===== src/rtl/pipe_stage_skid.sv =====
// Reusable pipeline-stage register with a valid/ready handshake and a one-entry skid buffer.
// It supports synchronous flush and provides saturating stall and bubble counters.
module pipe_stage_skid #(
  parameter int unsigned       DATA_W   = 32,
  parameter int unsigned       CTRL_W   = 16,
  parameter logic [CTRL_W-1:0] CTRL_NOP = '0,
  parameter int unsigned       CNT_W    = 16
) (
  input  logic              clk,
  input  logic              rst,
  input  logic              flush,
  input  logic              in_valid,
  output logic              in_ready,
  input  logic [DATA_W-1:0] in_data,
  input  logic [CTRL_W-1:0] in_ctrl,
  output logic              out_valid,
  input  logic              out_ready,
  output logic [DATA_W-1:0] out_data,
  output logic [CTRL_W-1:0] out_ctrl,
  output logic [CNT_W-1:0]  stall_cnt,
  output logic [CNT_W-1:0]  bubble_cnt
);

  localparam logic [CNT_W-1:0] CNT_MAX = {CNT_W{1'b1}};

  typedef enum logic [1:0] {
    ST_EMPTY = 2'd0,
    ST_BUSY  = 2'd1,
    ST_FULL  = 2'd2
  } state_t;

  state_t              r_state;
  state_t              w_nxt_state;
  logic                r_out_valid;
  logic                w_nxt_valid;
  logic [DATA_W-1:0]   r_out_data;
  logic [DATA_W-1:0]   w_nxt_data;
  logic [CTRL_W-1:0]   r_out_ctrl;
  logic [CTRL_W-1:0]   w_nxt_ctrl;
  logic [DATA_W-1:0]   r_skid_data;
  logic [DATA_W-1:0]   w_nxt_skid_data;
  logic [CTRL_W-1:0]   r_skid_ctrl;
  logic [CTRL_W-1:0]   w_nxt_skid_ctrl;
  logic [CNT_W-1:0]    r_stall_cnt;
  logic [CNT_W-1:0]    r_bubble_cnt;
  logic                w_in_ready;
  logic                w_acc;
  logic                w_rel;

  // flush -> in_ready is the only combinational path through the stage
  assign w_in_ready = (r_state != ST_FULL) & ~flush;
  assign w_acc      = in_valid & w_in_ready;
  assign w_rel      = r_out_valid & out_ready;

  // State register
  always_ff @(posedge clk or posedge rst) begin
    if (rst) begin
      r_state <= ST_EMPTY;
    end else begin
      r_state <= w_nxt_state;
    end
  end

  // Next-state and next-payload selection
  always_comb begin
    w_nxt_state     = r_state;
    w_nxt_valid     = r_out_valid;
    w_nxt_data      = r_out_data;
    w_nxt_ctrl      = r_out_ctrl;
    w_nxt_skid_data = r_skid_data;
    w_nxt_skid_ctrl = r_skid_ctrl;

    if (flush && (r_state != ST_EMPTY)) begin
      w_nxt_state     = ST_EMPTY;
      w_nxt_valid     = 1'b0;
      w_nxt_data      = '0;
      w_nxt_ctrl      = CTRL_NOP;
      w_nxt_skid_data = '0;
      w_nxt_skid_ctrl = '0;
    end else begin
      unique case (r_state)
        ST_EMPTY: begin
          if (w_acc) begin
            w_nxt_state = ST_BUSY;
            w_nxt_valid = 1'b1;
            w_nxt_data  = in_data;
            w_nxt_ctrl  = in_ctrl;
          end
        end
        ST_BUSY: begin
          if (w_acc && w_rel) begin
            w_nxt_data = in_data;
            w_nxt_ctrl = in_ctrl;
          end else if (w_acc) begin
            // Main entry is stalled; park the new one behind it
            w_nxt_state     = ST_FULL;
            w_nxt_skid_data = in_data;
            w_nxt_skid_ctrl = in_ctrl;
          end else if (w_rel) begin
            w_nxt_state = ST_EMPTY;
            w_nxt_valid = 1'b0;
            w_nxt_ctrl  = CTRL_NOP;
          end
        end
        ST_FULL: begin
          if (w_rel) begin
            w_nxt_state = ST_BUSY;
            w_nxt_data  = r_skid_data;
            w_nxt_ctrl  = r_skid_ctrl;
          end
        end
        default: begin
          w_nxt_state = ST_EMPTY;
          w_nxt_valid = 1'b0;
          w_nxt_data  = '0;
          w_nxt_ctrl  = CTRL_NOP;
        end
      endcase
    end
  end

  // Payload registers
  always_ff @(posedge clk or posedge rst) begin
    if (rst) begin
      r_out_valid <= 1'b0;
      r_out_data  <= '0;
      r_out_ctrl  <= CTRL_NOP;
      r_skid_data <= '0;
      r_skid_ctrl <= '0;
    end else begin
      r_out_valid <= w_nxt_valid;
      r_out_data  <= w_nxt_data;
      r_out_ctrl  <= w_nxt_ctrl;
      r_skid_data <= w_nxt_skid_data;
      r_skid_ctrl <= w_nxt_skid_ctrl;
    end
  end

  // Saturating performance counters, cleared only by reset
  always_ff @(posedge clk or posedge rst) begin
    if (rst) begin
      r_stall_cnt  <= '0;
      r_bubble_cnt <= '0;
    end else begin
      if (r_out_valid && !out_ready && (r_stall_cnt != CNT_MAX)) begin
        r_stall_cnt <= r_stall_cnt + CNT_W'(1);
      end
      if (!r_out_valid && (r_bubble_cnt != CNT_MAX)) begin
        r_bubble_cnt <= r_bubble_cnt + CNT_W'(1);
      end
    end
  end

  assign in_ready   = w_in_ready;
  assign out_valid  = r_out_valid;
  assign out_data   = r_out_data;
  assign out_ctrl   = r_out_ctrl;
  assign stall_cnt  = r_stall_cnt;
  assign bubble_cnt = r_bubble_cnt;

endmodule


===== config.mk =====
export PLATFORM = sky130hd
export DESIGN_NAME = pipe_stage_skid
export DESIGN_NICKNAME = d
export VERILOG_FILES = /design/src/rtl/pipe_stage_skid.sv
export SDC_FILE = /design/constraint.sdc
export NUM_CORES = 1
export LEC_CHECK = 0
export CAP_MARGIN = 30
export CORE_ASPECT_RATIO = 0.75
export CORE_MARGIN = 1
export CORE_UTILIZATION = 46
export CTS_BUF_LIST = sky130_fd_sc_hd__clkbuf_8 sky130_fd_sc_hd__clkbuf_16
export CTS_CLUSTER_DIAMETER = 120
export CTS_CLUSTER_SIZE = 10
export DETAILED_ROUTE_END_ITERATION = 12
export PLACE_DENSITY_LB_ADDON = 0.1
export SLEW_MARGIN = 5
export SYNTH_ARGS = -nofsm -noshare
export SYNTH_HDL_FRONTEND = slang
export SYNTH_SLANG_ARGS = --single-unit
export TNS_END_PERCENT = 30

===== constraint.sdc =====
create_clock -name clk -period 4.35 [get_ports clk]
set_input_delay 0.6525 -clock clk [delete_from_list [all_inputs] [get_ports clk]]
set_output_delay 0.6525 -clock clk [all_outputs]
set_load 0.1 [all_outputs]

## Word-level counts from Yosys, hierarchy flattened

Index checks and enable logic that the tools add are counted.

- Add/sub/neg operators: 2
- Eq/ne operators: 16
- Multiplexer cells: 31
- Bitwise logic cells: 4
- Reduce and logical (&&, ||, !) cells: 16

Operators by type and width:

| cell | count |
|---|---|
| 32-bit 2-to-1 mux | 7 |
| 16-bit 2-to-1 mux | 9 |
| 32-bit case mux with 3 select lines | 1 |
| 16-bit case mux with 3 select lines | 1 |
| 16-bit by 1-bit adder with 16-bit output, second input constant | 2 |
| 16-bit != test, second input constant | 2 |
| 3-bit != test, second input constant | 6 |
| 2-bit 2-to-1 mux | 6 |
| 4-bit != test, second input constant | 3 |
| 4-bit AND reduction | 2 |
| 2-bit != test, second input constant | 3 |
| 2-bit case mux with 3 select lines | 1 |
| 3-bit AND reduction | 2 |
| 2-bit nonzero test | 3 |
| 1-bit logical AND | 5 |
| 1-bit 2-to-1 mux | 5 |
| 5-bit AND reduction | 1 |
| 1-bit bitwise AND | 3 |
| 1-bit case mux with 3 select lines | 1 |
| 2-bit by 1-bit == test with 1-bit output, second input constant | 1 |
| 2-bit == test, second input constant | 1 |
| 1-bit logical NOT | 2 |
| 2-bit logical NOT | 1 |
| 1-bit inverter | 1 |

- Bits in registers: 131
- Output and inout bits: 82

## Logic depth before layout (Yosys ltp)

- Depth after elaboration: 7
- Mapped depth: 7
- Gate-level depth less buffers: 5

## Worst setup path after synthesis

Ideal clock, no wire load.

- Path kind: flip-flop to output port
- From: reg r_state[0]
- To: out in_ready
- Arrival: 2.276 ns
- Data required time: 3.697 ns
- Slack: 1.422 ns
- Cell stages (with the launch flop): 6
- Cells stage by stage: dfrtp_1 buf_6 clkbuf_1 nor2_2 buf_2 nor2_1

- Cells in the longest elaborated chain, start to end: 2

Ends and longest elaborated chain:

| element | line | text |
|---|---|---|
| from (decl) | 32 | `state_t r_state;` |
| from (signal assigned) | 60 | `r_state <= w_nxt_state;` |
| 2-bit != test | 51 | `assign w_in_ready = (r_state != ST_FULL) & ~flush;` |
| 1-bit bitwise AND | 51 |  |
| to (decl) | 13 | `output logic in_ready,` |

No other way between the ends.

## Worst setup path after layout

- From: reg r_out_valid, in the netlist out_valid
- To: out out_valid

RTL lines:

| element | line | text |
|---|---|---|
| from (decl) | 34 | `logic r_out_valid;` |
| from (signal assigned) | 131 | `r_out_valid <= w_nxt_valid;` |
| to (decl) | 16 | `output logic out_valid,` |

No word-level cell between the ends.

==> metrics.md <==
| Metric | Value |
|---|---|
| Status | finished clean |
| Synth Cell Area | 6280 um^2 |
| Syn_nets | 625 |
| Largest net degree at the start of global routing | 67 |
| Tightest Pin Transition | 1.00 ns |
| Post-CTS resize count | 0 |
| Vias after detailed routing | 5013 |
| Synth area leaders | dfrtp_1, a22oi_1, mux2_1 |
| Final hold vios | 0 |
| Max Cap Violations | 0 |
| FF+latch count, synth | 131 |
| Post-Syn Area per Cell | 11.0 um^2 |
| Setup-failing EPs final | 0 |
| Die ar. | 14100 um^2 |
| Reg clk slew, reported paths | 0.06 ns |
| CTS Buffer Depth | 2 |
| Flop2flop setup slack | 2.05 ns |
| Core Box Area | 13200 um^2 |
| Grt ovf | 0 |
| Sequential element share of the synthesized area | 52.2% |
| RSZ-0062 raised after global routing | no |
| Min cycle time layout | 2.94 ns |
| Mapped Cells | 570 |
| CTS buffer count | 17 |
| Placer congestion estimate | 0.797 |
| Crit-path max FO | 16 |
| Delay-heaviest family, CP | buffers and inverters |
| Root Driver | clkbuf_16 |
| P_leak | 0.00364 uW |
| Pins Over Slew Limit | 0 |
| CP peak stage delay | 1.23 ns |
| Clk sinks | 131 |
| Critical Path AT | 2.29 ns |
| Diodes inserted | 0 |
| Worst path slowest cell | clkdlybuf4s50_1 |
| GRT Resource Usage Total | 22.6% |
| Relative slew slack | 32.9% |
| Hpwl dp | 9.71 mm |
| Tightest Hold Check Type | reg -> reg |
| Area leader, netlist | dfrtp_1 |
| Worst setup SP type | register |
| Boundary Pins | 135 |
| Vias per Instance | 5.70 |
| Later-pin clock latency in the skew report | 0.41 ns |
| FMAX | 340 MHz |
| CTS tree | yes |
| Share of post-route cells with drive strength above 1 | 10.7% |
| Avg WL per Cell | 17.4 um |
| Kind of critical path | reg -> out |
| Setup TNS | 0 ns |
| Detailed-route DRC error count | 0 |
| Worst Setup End Kind | primary output |
| Die Wd | 137 um |
| # Post-CTS Setup Buffers | 0 |
| Crit path cell chain | clkdlybuf4s50_1 |
| Synth top area share | 52.2% |
| 1st-pass router iterations | 4 |
| H-tree levels | 4 |
| Height of the die | 103 um |
| Synth warn | 0 |
| Cell variety after synth | 53 |
| Worst Skew | 0.00890 ns |
| Port Buf Inserts | 134 |
| Antenna violations before repair | 0 |
| Antenna viol nets, final | 0 |
| Starting Density | 47.8% |
| Synthesis-to-layout area growth | 32.3% |
| FP Rows | 36 |
| Peak supply drop | 0.000422 V |
| Power per Cell Area | 672 nW/um^2 |
| First-pass GRT wire length | 24.6 mm |
| # nets final | 751 |
| Vias in the first global route | 4871 |
| Hold_buf cts | 0 |
| Required @ worst endpoint | 3.70 ns |
| Fin crit share | 67.6% |
| Buf+Inv Stages, Crit Path | 1 |
| Initial drt markers | 345 |
| Final wirelength | 15.3 mm |
| Total power | 5590 uW |
[path summary, 6_finish.rpt]
| check | startpoint | cells past startpoint | to |
|---|---|---|---|
| hold reg to reg | out_ctrl[9] | 2 | out_ctrl[9] |
| min in group asynchronous | rst | 2 | out_ctrl[11] |
| hold / removal | out_ctrl[9] | 2 | out_ctrl[9] |
| setup reg to reg | out_valid | 5 | r_skid_data[0] |
| setup / recovery | out_valid | 1 | out_valid |
| max in group asynchronous | rst | 3 | r_skid_ctrl[5] |
[layout by cell type (no fill, tap or decap), types with 2 or more instances in the layout]
master and n:
a2111oi_0 2, a211oi_1 3, a21oi_1 13, a22o_1 27
a22oi_1 47, and3_1 3, and4_1 3, and4b_1 2
buf_4 8, bufinv_16 2, clkbuf_16 17, clkbuf_8 2
clkdlybuf4s50_1 133, clkinv_2 3, clkinvlp_4 5, dfrtp_1 131
ha_1 2, inv_1 5, inv_6 2, mux2_1 30
mux2_2 12, mux2i_1 16, nand2_1 58, nand2b_1 4
nand3_1 10, nand4_1 14, nand4b_1 2, nor2_1 29
nor2_2 2, nor2b_1 12, nor3_1 6, nor4_1 5
o21ai_0 41, o21ai_2 10, xnor2_1 9, xor2_1 14
[cell usage after synthesis, drive strengths merged]
master,n
o21a,1
a41oi,1
nor3,6
a2bb2oi,1
a211oi,3
a22oi,47
a21boi,1
nand2b,4
o32ai,1
and4b,2
a22o,27
and2,2
nor2b,13
nand2,58
mux2i,16
buf,17
a21o,1
nand3,11
nand4b,2
clkbuf,19
and3,3
or2,1
o211ai,1
and2b,1
xnor2,9
ha,2
o2111ai,1
a2111oi,2
o22ai,1
o22a,1
and4,3
inv,5
nor2,32
o21ai,52
xor2,14
nor4,6
o2bb2ai,1
dfrtp,131
nand4,14
a21oi,13
a211o,1
clkinv,1
mux2,42
[report_power, final]
| part | switching, uW | internal [uW] | leakage, uW |
|---|---|---|---|
| Clock | 546 | 872 | 0.000279 |
| Sequential | 250 | 1520 | 0.00166 |
| Combinational | 1780 | 625 | 0.00171 |
[registers in the layout, summed over array words and instances (netlist names)]
register / flops
r_skid_ctrl: 16
out_valid: 1
r_skid_data: 32
r_state: 2
stall_cnt: 16
out_ctrl: 16
out_data: 32
bubble_cnt: 16
[kinds of logic after synthesis]
logic type               after synthesis  share of synthesized area (%)
AND/OR/NAND/NOR                      158                           12.7
AO/OA/AOI/OAI                        156                           17.8
flip-flops                           131                           52.2
multiplexers                          58                           10.1
buffers and inverters                 42                           3.61
XOR/XNOR                              23                           3.21
adder cells (fa/ha/maj)                2                          0.398
[layer usage]
layer	global-route usage [%]	part of all wire (%)
met5	0	0
met2	34.4	46
met4	7.86	1.2
met3	5.31	5.8
met1	31.9	47
[final cells by class]
class / instances / area (um^2)
Clock inverter: 13 / 134
Timing Repair Buffer: 143 / 1430
Clock buffer: 19 / 453
Tap cell: 171 / 214
Multi-Input combinational cell: 397 / 2780
Inverter: 6 / 25.0
Fill cell: 1001 / 4840
Sequential cell: 131 / 3280
[metrics by stage]
| stage | cell area [um^2] | utilization [%] | std cells | hold slack [ns] | setup WS (ns) |
|---|---|---|---|---|---|
| detailed placement | 7720 | 58.7 | 848 | 0.471 | 1.53 |
| floorplan | 6280 | - | 570 | 0.473 | 0.200 |
| global route | 8310 | 63.2 | 880 | 0.497 | 1.26 |
| finish | 8310 | 63.2 | 880 | 0.478 | 1.41 |
| CTS | 8310 | 63.2 | 880 | 0.485 | 1.39 |
| global placement | 7710 | 58.6 | 847 | 0.466 | 1.38 |
No activity file was read; power rests on OpenSTA's default activity.
